[config.mk]
export PLATFORM = sky130hd
export DESIGN_NAME = fetch_unit_32_flat
export DESIGN_NICKNAME = d
export VERILOG_FILES = /design/src/rtl/fetch_unit_32_if.sv /design/src/rtl/fetch_unit_32.sv /design/src/flat_wrapper.sv
export SDC_FILE = /design/constraint.sdc
export NUM_CORES = 1
export LEC_CHECK = 0
export CORE_ASPECT_RATIO = 0.9
export CORE_MARGIN = 3
export CORE_UTILIZATION = 46
export CTS_BUF_LIST = sky130_fd_sc_hd__clkbuf_2 sky130_fd_sc_hd__clkbuf_4 sky130_fd_sc_hd__clkbuf_8
export DETAILED_ROUTE_END_ITERATION = 8
export GPL_TIMING_DRIVEN = 0
export PLACE_DENSITY = 0.85
export SYNTH_ARGS = -nofsm -noshare
export SYNTH_HDL_FRONTEND = slang
export SYNTH_SLANG_ARGS = --single-unit
[constraint.sdc]
create_clock -name clock -period 2.6 [get_ports clock]
set_input_delay 0.78 -clock clock [delete_from_list [all_inputs] [get_ports clock]]
set_output_delay 0.78 -clock clock [all_outputs]
set_load 0.01 [all_outputs]
[src/rtl/fetch_unit_32_if.sv]
// Instruction-memory request/response bundle between the fetch stage (master)
// and instruction memory (slave).
interface fetch_unit_32_if;
    logic        imem_req;
    logic [31:0] imem_addr;
    logic        imem_ready;
    logic [31:0] imem_rdata;

    modport master (output imem_req, imem_addr, input imem_ready, imem_rdata);
    modport slave  (input imem_req, imem_addr, output imem_ready, imem_rdata);
endinterface

[src/rtl/fetch_unit_32.sv]
// Fetch stage: owns the PC, issues single-outstanding word fetches and feeds the decoder register.
// Optional FETCH_COUNTERS_EN adds fetch_count / bubble_count performance counters.
//
// state   | meaning
// S_START | post-reset idle cycle, no request
// S_FETCH | request outstanding at pc, waiting for/accepting a response
// S_HOLD  | downstream stalled on a live word with no response pending; request dropped
module fetch_unit_32 #(
    parameter logic [31:0] RESET_VECTOR = 32'h0000_0000,
    parameter logic [31:0] NOP_WORD     = 32'h0000_0000
) (
    input  logic                   clock,
    input  logic                   reset_n,
    fetch_unit_32_if.master        imem,
    input  logic                   stall,
    input  logic                   redirect_valid,
    input  logic [31:0]            redirect_target,
    output logic [31:0]            instruction,
    output logic                   instruction_valid,
    output logic [31:0]            instruction_pc,
    output logic [31:0]            pc_plus4
`ifdef FETCH_COUNTERS_EN
    ,
    output logic [31:0]            fetch_count,
    output logic [31:0]            bubble_count
`endif
);

    typedef enum logic [1:0] {S_START, S_FETCH, S_HOLD} state_t;

    state_t      state_q, state_d;
    logic [31:0] pc_q, pc_d;
    logic        req_q, req_d;
    logic [31:0] instr_q, instr_d;
    logic        valid_q, valid_d;
    logic [31:0] ipc_q, ipc_d;
    logic        accept;

    // Redirect targets are word aligned; the low bits are dropped on purpose.
    logic unused_target_bits;
    assign unused_target_bits = ^redirect_target[1:0];

    always_comb begin
        state_d = state_q;
        pc_d    = pc_q;
        instr_d = instr_q;
        valid_d = valid_q;
        ipc_d   = ipc_q;
        accept  = (state_q == S_FETCH) && imem.imem_ready && (!valid_q || !stall);

        if (redirect_valid) begin
            pc_d    = {redirect_target[31:2], 2'b00};
            valid_d = 1'b0;
            instr_d = NOP_WORD;
            state_d = S_FETCH;
        end else begin
            case (state_q)
                S_START: state_d = S_FETCH;
                S_FETCH: begin
                    if (accept) begin
                        instr_d = imem.imem_rdata;
                        ipc_d   = pc_q;
                        valid_d = 1'b1;
                        pc_d    = pc_q + 32'd4;
                    end else if (!imem.imem_ready) begin
                        if (!stall) begin
                            valid_d = 1'b0;
                            instr_d = NOP_WORD;
                        end else if (valid_q) begin
                            state_d = S_HOLD;
                        end
                    end
                end
                S_HOLD: begin
                    // Decoder takes the held word this cycle; a bubble follows while the request restarts.
                    if (!stall) begin
                        state_d = S_FETCH;
                        valid_d = 1'b0;
                        instr_d = NOP_WORD;
                    end
                end
                default: state_d = S_START;
            endcase
        end

        req_d = (state_d == S_FETCH);
    end

    always_ff @(posedge clock or negedge reset_n) begin
        if (!reset_n) begin
            state_q <= S_START;
            pc_q    <= RESET_VECTOR;
            req_q   <= 1'b0;
            instr_q <= NOP_WORD;
            valid_q <= 1'b0;
            ipc_q   <= RESET_VECTOR;
        end else begin
            state_q <= state_d;
            pc_q    <= pc_d;
            req_q   <= req_d;
            instr_q <= instr_d;
            valid_q <= valid_d;
            ipc_q   <= ipc_d;
        end
    end

    assign imem.imem_req     = req_q;
    assign imem.imem_addr    = pc_q;
    assign instruction       = instr_q;
    assign instruction_valid = valid_q;
    assign instruction_pc    = ipc_q;
    assign pc_plus4          = ipc_q + 32'd4;

`ifdef FETCH_COUNTERS_EN
    always_ff @(posedge clock or negedge reset_n) begin
        if (!reset_n) begin
            fetch_count  <= 32'd0;
            bubble_count <= 32'd0;
        end else begin
            if (accept)
                fetch_count <= fetch_count + 32'd1;
            if ((state_q != S_START) && !valid_q && !stall)
                bubble_count <= bubble_count + 32'd1;
        end
    end
`endif

endmodule
[src/flat_wrapper.sv]
// flat-port wrapper written by rule: the top's interface ports become plain ports
module fetch_unit_32_flat 
#(
    parameter logic [31:0] RESET_VECTOR = 32'h0000_0000,
    parameter logic [31:0] NOP_WORD     = 32'h0000_0000
)
  (clock, reset_n, stall, redirect_valid, redirect_target, instruction, instruction_valid, instruction_pc, pc_plus4, imem_imem_req, imem_imem_addr, imem_imem_ready, imem_imem_rdata);
  fetch_unit_32_if imem_i ();
  input  logic clock;
  input  logic reset_n;
  input  logic stall;
  input  logic redirect_valid;
  input  logic [31:0] redirect_target;
  output logic [31:0] instruction;
  output logic instruction_valid;
  output logic [31:0] instruction_pc;
  output logic [31:0] pc_plus4;
  output wire logic [$bits(imem_i.imem_req)-1:0] imem_imem_req;
  output wire logic [$bits(imem_i.imem_addr)-1:0] imem_imem_addr;
  input wire logic [$bits(imem_i.imem_ready)-1:0] imem_imem_ready;
  input wire logic [$bits(imem_i.imem_rdata)-1:0] imem_imem_rdata;
  assign imem_imem_req = imem_i.imem_req;
  assign imem_imem_addr = imem_i.imem_addr;
  assign imem_i.imem_ready = imem_imem_ready;
  assign imem_i.imem_rdata = imem_imem_rdata;
  fetch_unit_32 #(.RESET_VECTOR(RESET_VECTOR), .NOP_WORD(NOP_WORD)) u_core (.clock(clock), .reset_n(reset_n), .imem(imem_i), .stall(stall), .redirect_valid(redirect_valid), .redirect_target(redirect_target), .instruction(instruction), .instruction_valid(instruction_valid), .instruction_pc(instruction_pc), .pc_plus4(pc_plus4));
endmodule
# ---- After elaboration in Yosys (flattened, before gate mapping)
# Cells that the tools add are included.
dict set report classes {
  add_sub_neg 2
  eq_ne 4
  n_mux 20
  n_bitwise 1
  n_reduce_logical 12
}
# operator count
set ops {}
lappend ops {{32-bit two-way mux} 7}
lappend ops {{32-bit by 3-bit adder with 32-bit output (second input constant)} 2}
lappend ops {{32-bit case mux with 2 select lines} 1}
lappend ops {{2-bit two-way mux} 6}
lappend ops {{2-bit case mux with 3 select lines} 1}
lappend ops {{2-bit by 1-bit equality test with 1-bit output (second input constant)} 2}
lappend ops {{1-bit two-way mux} 4}
lappend ops {{4-bit by 3-bit inequality test with 1-bit output (second input constant)} 1}
lappend ops {{2-bit AND reduction} 2}
lappend ops {{2-bit nonzero test} 2}
lappend ops {{3-bit AND reduction} 1}
lappend ops {{3-bit nonzero test} 1}
lappend ops {{2-bit equality test (second input constant)} 1}
lappend ops {{1-bit logical AND} 2}
lappend ops {{1-bit logical NOT} 2}
lappend ops {{2-bit logical NOT} 1}
lappend ops {{1-bit case mux with 2 select lines} 1}
lappend ops {{1-bit logical OR} 1}
lappend ops {{1-bit inverter} 1}
dict set report word_totals {
  regBits 100
  inputBits 69
  word_cells 45
}

# ---- Longest topological paths before layout
dict set report depth {
  word_depth 7
  depth_mapped 7
  ltp_nobuf 5
}

# ---- Worst setup path after synthesis
# OpenSTA, ideal clock, no wires.
dict set report synth_path {
  path_type {reg2out}
  startpoint {reg u_core.ipc_q[9] (netlist: u_core.instruction_pc[9])}
  endpoint {out pc_plus4[18]}
  arrival_ps 1740
  t_required_ps 1820
  setup_slack_ps 80
  stages_incl_launch_ff 5
  n_path_buf 0
  cell_sequence {dfrtp_1 -> nand4_1 -> nor4_1 -> nand4_1 -> xnor2_1}
}
dict set report synth_between {
  elab_chain_len 1
}
# element line
set synth_lines {}
lappend synth_lines {{start: declaration} fetch_unit_32.sv:36} ;# logic [31:0] ipc_q, ipc_d;
lappend synth_lines {{start signal: assignment} fetch_unit_32.sv:103} ;# ipc_q <= ipc_d;
lappend synth_lines {{32-bit by 3-bit adder with 32-bit output} fetch_unit_32.sv:112} ;# assign pc_plus4 = ipc_q + 32'd4;
lappend synth_lines {{end: declaration} flat_wrapper.sv:17} ;# output logic [31:0] pc_plus4;
# Every way passes these cells.

# ---- Worst setup path in the final report
dict set report layout_path {
  startpoint {reg u_core.ipc_q[12] (netlist: u_core.instruction_pc[12])}
  endpoint {out pc_plus4[26]}
}
# The elaborated chain is that of the path after synthesis.

==> results.md <==
* Worst flop-to-flop path endpoint: u_core.imem.imem_addr[16]
* Worst setup margin at -283.7 ps
* Residual DRC count at 0
* Critical path class: flip-flop to primary output
* H-tree lvl count at 3
* Predominant post-synthesis flop cell: dfrtp_1
* WP data arrival at about 2100 ps
* FF-to-FF path depth at 7
* Global-route wire length before repair at approximately 29 mm
* Post-synthesis cell count at between 500 and 600
* Via Count at between 5000 and 6000
* Worst r2r src: u_core.imem.imem_addr[2]
* Initial antenna violation count at 1
* Area growth syn-to-layout at 54.64%
* Die ar. at around 13000 µm²
* Crit path capture type: primary output
* Layout Skew at between 20 and 25 ps
* Total CTS buffers at 9
* Post-synth EDFFs at 0
* Status: finished, violations left
* Max Slew Vio Count at 0
* Hold slack final at approximately 410 ps
* Final wirelength at roughly 18 mm
* Failing checks: negative setup slack
* Crit start category: flip-flop
* Most frequent cells in the layout: clkdlybuf4s50_1, dfrtp_1, buf_4
* Overall Power at between 4 and 5 mW
* Final Hold Vio Count at 0
* Commonest non-fill, non-tap cell in the layout: clkdlybuf4s50_1
* CTS clk-pin slew, worst paths at approximately 110 ps
* Pre-antenna DRT Iters at 5
* HP Class: input port to asynchronous set/reset pin
* Ys Warns at 0
* Fmax at around 350 MHz
* Critical path required time at approximately 1800 ps
* Root Buffer Master: clkbuf_8
* Port Buf Inserts at 189
* Post-synthesis cell type count at 48
* Vias in the first global route at approximately 5400
* Rows at 36
* Via/cell ratio at around 6
* Setup violators final at 17
* Hold_buf cts at 0
* Bufs on Longest Clock Path at 2
* Filler Cell Count at about 740
* Largest net degree at the start of global routing at 52
* GRT overflow at 0
* GRT Util Overall at 0.2813
* Die H at 106.5 µm
* Final GP Congestion at ~0.90
* Post-Syn Area per Cell at between 10 and 15 µm²
* Syn Std Cell Area at 5159 µm²
* Max_cap viols at 0
* Initial Utilization at 0.4733
* Sequential share of the synthesized area at 0.4657
* Reg2reg setup slack at ~190 ps
* Max_slew headroom at 0.5872
* Share of layout cells above drive strength 1 at 0.2254
* Skew-Pair Late Insertion Delay at approximately 370 ps
* Crit-path max FO at 3
* CTS tree: built
* RSZ-0062 raised after global routing: true
* Leak Pwr at approximately 3.2 nW
* Post-detail-place hpwl at about 12 mm
* FFs w/ async S/R, synth at 1.000
* Chip Width at 117.6 µm
* Core ar. at 10900 µm²
* Io pins at 199
* Tcrit/Tclk final at 1.109
* Seq cells post-synth at 96
* Final #Nets at 829
* ANT nets after route at 0
* CTS sink cnt at 96
* Actual slew at the worst max-slew pin at 619.1 ps
* Wirelength per Cell at around 20 µm
* Power Density at ~590 nW/µm²
* 1st-iter DRT viols at around 540
* Peak VDD IR at ~0.33 mV
* Tmin final at just under 3000 ps
## flip-flops by register name (all words and copies together), names as in the netlist
signal,count
u_core.instruction,32
u_core.imem.imem_addr,30
u_core.instruction_pc,30
u_core.state_q,2
u_core.imem.imem_req,1
u_core.instruction_valid,1
## cells in the mapped netlist (all sizes together) (10+ instances only)
master	number	share of area
xor2	10	0.017
nor2	23	0.017
clkbuf	27	0.020
dfrtp	96	0.47
and3	14	0.017
o21ai	24	0.023
o2bb2ai	32	0.054
buf	13	0.018
nand4	21	0.025
nand2	33	0.024
mux2	26	0.057
xnor2	28	0.048
a31oi	17	0.021
nand3	23	0.022
a22oi	33	0.048
## per-layer routing
| metal | track usage | vias up | share of wire |
|---|---|---|---|
| met5 | 0 | - | 0 |
| met4 | 0.08536 | 0 | 0.023 |
| met3 | 0.07553 | 43 | 0.092 |
| met2 | 0.4867 | 360 | 0.50 |
| met1 | 0.3459 | 2649 | 0.38 |
| li1 | - | 2419 | - |
## power by group
group / switching (mW) / internal [mW]
Combinational: 0.772 / 0.923
Clock: 0.545 / 0.461
Sequential: 0.296 / 1.69
## logic make-up (layout without fill, tap and decap cells)
kind of cell | count (synthesis) | after routing | synth area share
other | 1 | 8 | 0.0007269
xor gates and xnor gates | 38 | 38 | 0.06452
muxes | 27 | 27 | 0.05870
AOI/OAI and AO/OA | 131 | 131 | 0.1826
buffers and inverters | 50 | 296 | 0.04487
adders and majority gates | 2 | 2 | 0.004850
and+or+nand+nor | 167 | 167 | 0.1780
DFF | 96 | 96 | 0.4657
## stage by stage
step	setup TNS, ps	cells	instance area, µm²	utilization	setup slack [ps]
floorplan	0	517	5177	-	80.12
global placement	-307370	858	7259	0.6660	-2737
detailed placement	-50310	859	7284	0.6683	-897.1
CTS	-1975	908	7858	0.7208	-243.6
global route	-4102	916	7975	0.7316	-377.1
finish	-2297	917	7978	0.7319	-283.7
## what timing repair did
item | 4_1_cts | 5_1_grt
setup buffers | 34 | 7
setup endpoints to repair | 76 | 25
endpoints found under the hold margin | 0 | 0
pin swaps | 28 | 19
gates resized for setup | 133 | 31
cloned | 0 | 0
## worst max path at each step
stage,cells after the start,startpoint,slack [ps],end
final,8,u_core.instruction_pc[12],-280,pc_plus4[26]
after global routing,8,u_core.instruction_pc[12],-380,pc_plus4[26]
after CTS,7,u_core.instruction_pc[3],-240,pc_plus4[30]
after detailed placement,5,imem_imem_ready,-900,u_core.instruction_pc[27]
after global placement,1,reset_n,-2740,u_core.instruction[12]
after floorplan,4,u_core.instruction_pc[9],80,pc_plus4[18]
## worst max-delay path: stages, from the launching register on
cell and delay (ps):
dfrtp_1 370, nand4_1 130, buf_4 180, nor4_4 340, buf_4 190, buf_4 100, nand4_1 120, xnor2_1 170
buf_2 150
## final cells by class
class,count,area [µm²],area share
multi-input cells,371,2789,0.3496
clock inverters,6,68.82,0.008626
well taps,152,190.2,0.02384
plain buffers,39,190.2,0.02384
repair buffers,231,2145,0.2688
diodes,2,5.005,0.0006274
flip-flops and latches,96,2421,0.3035
inverters,10,37.54,0.004705
clock buffers,10,131.4,0.01647
(Power assumes the default switching activity.)
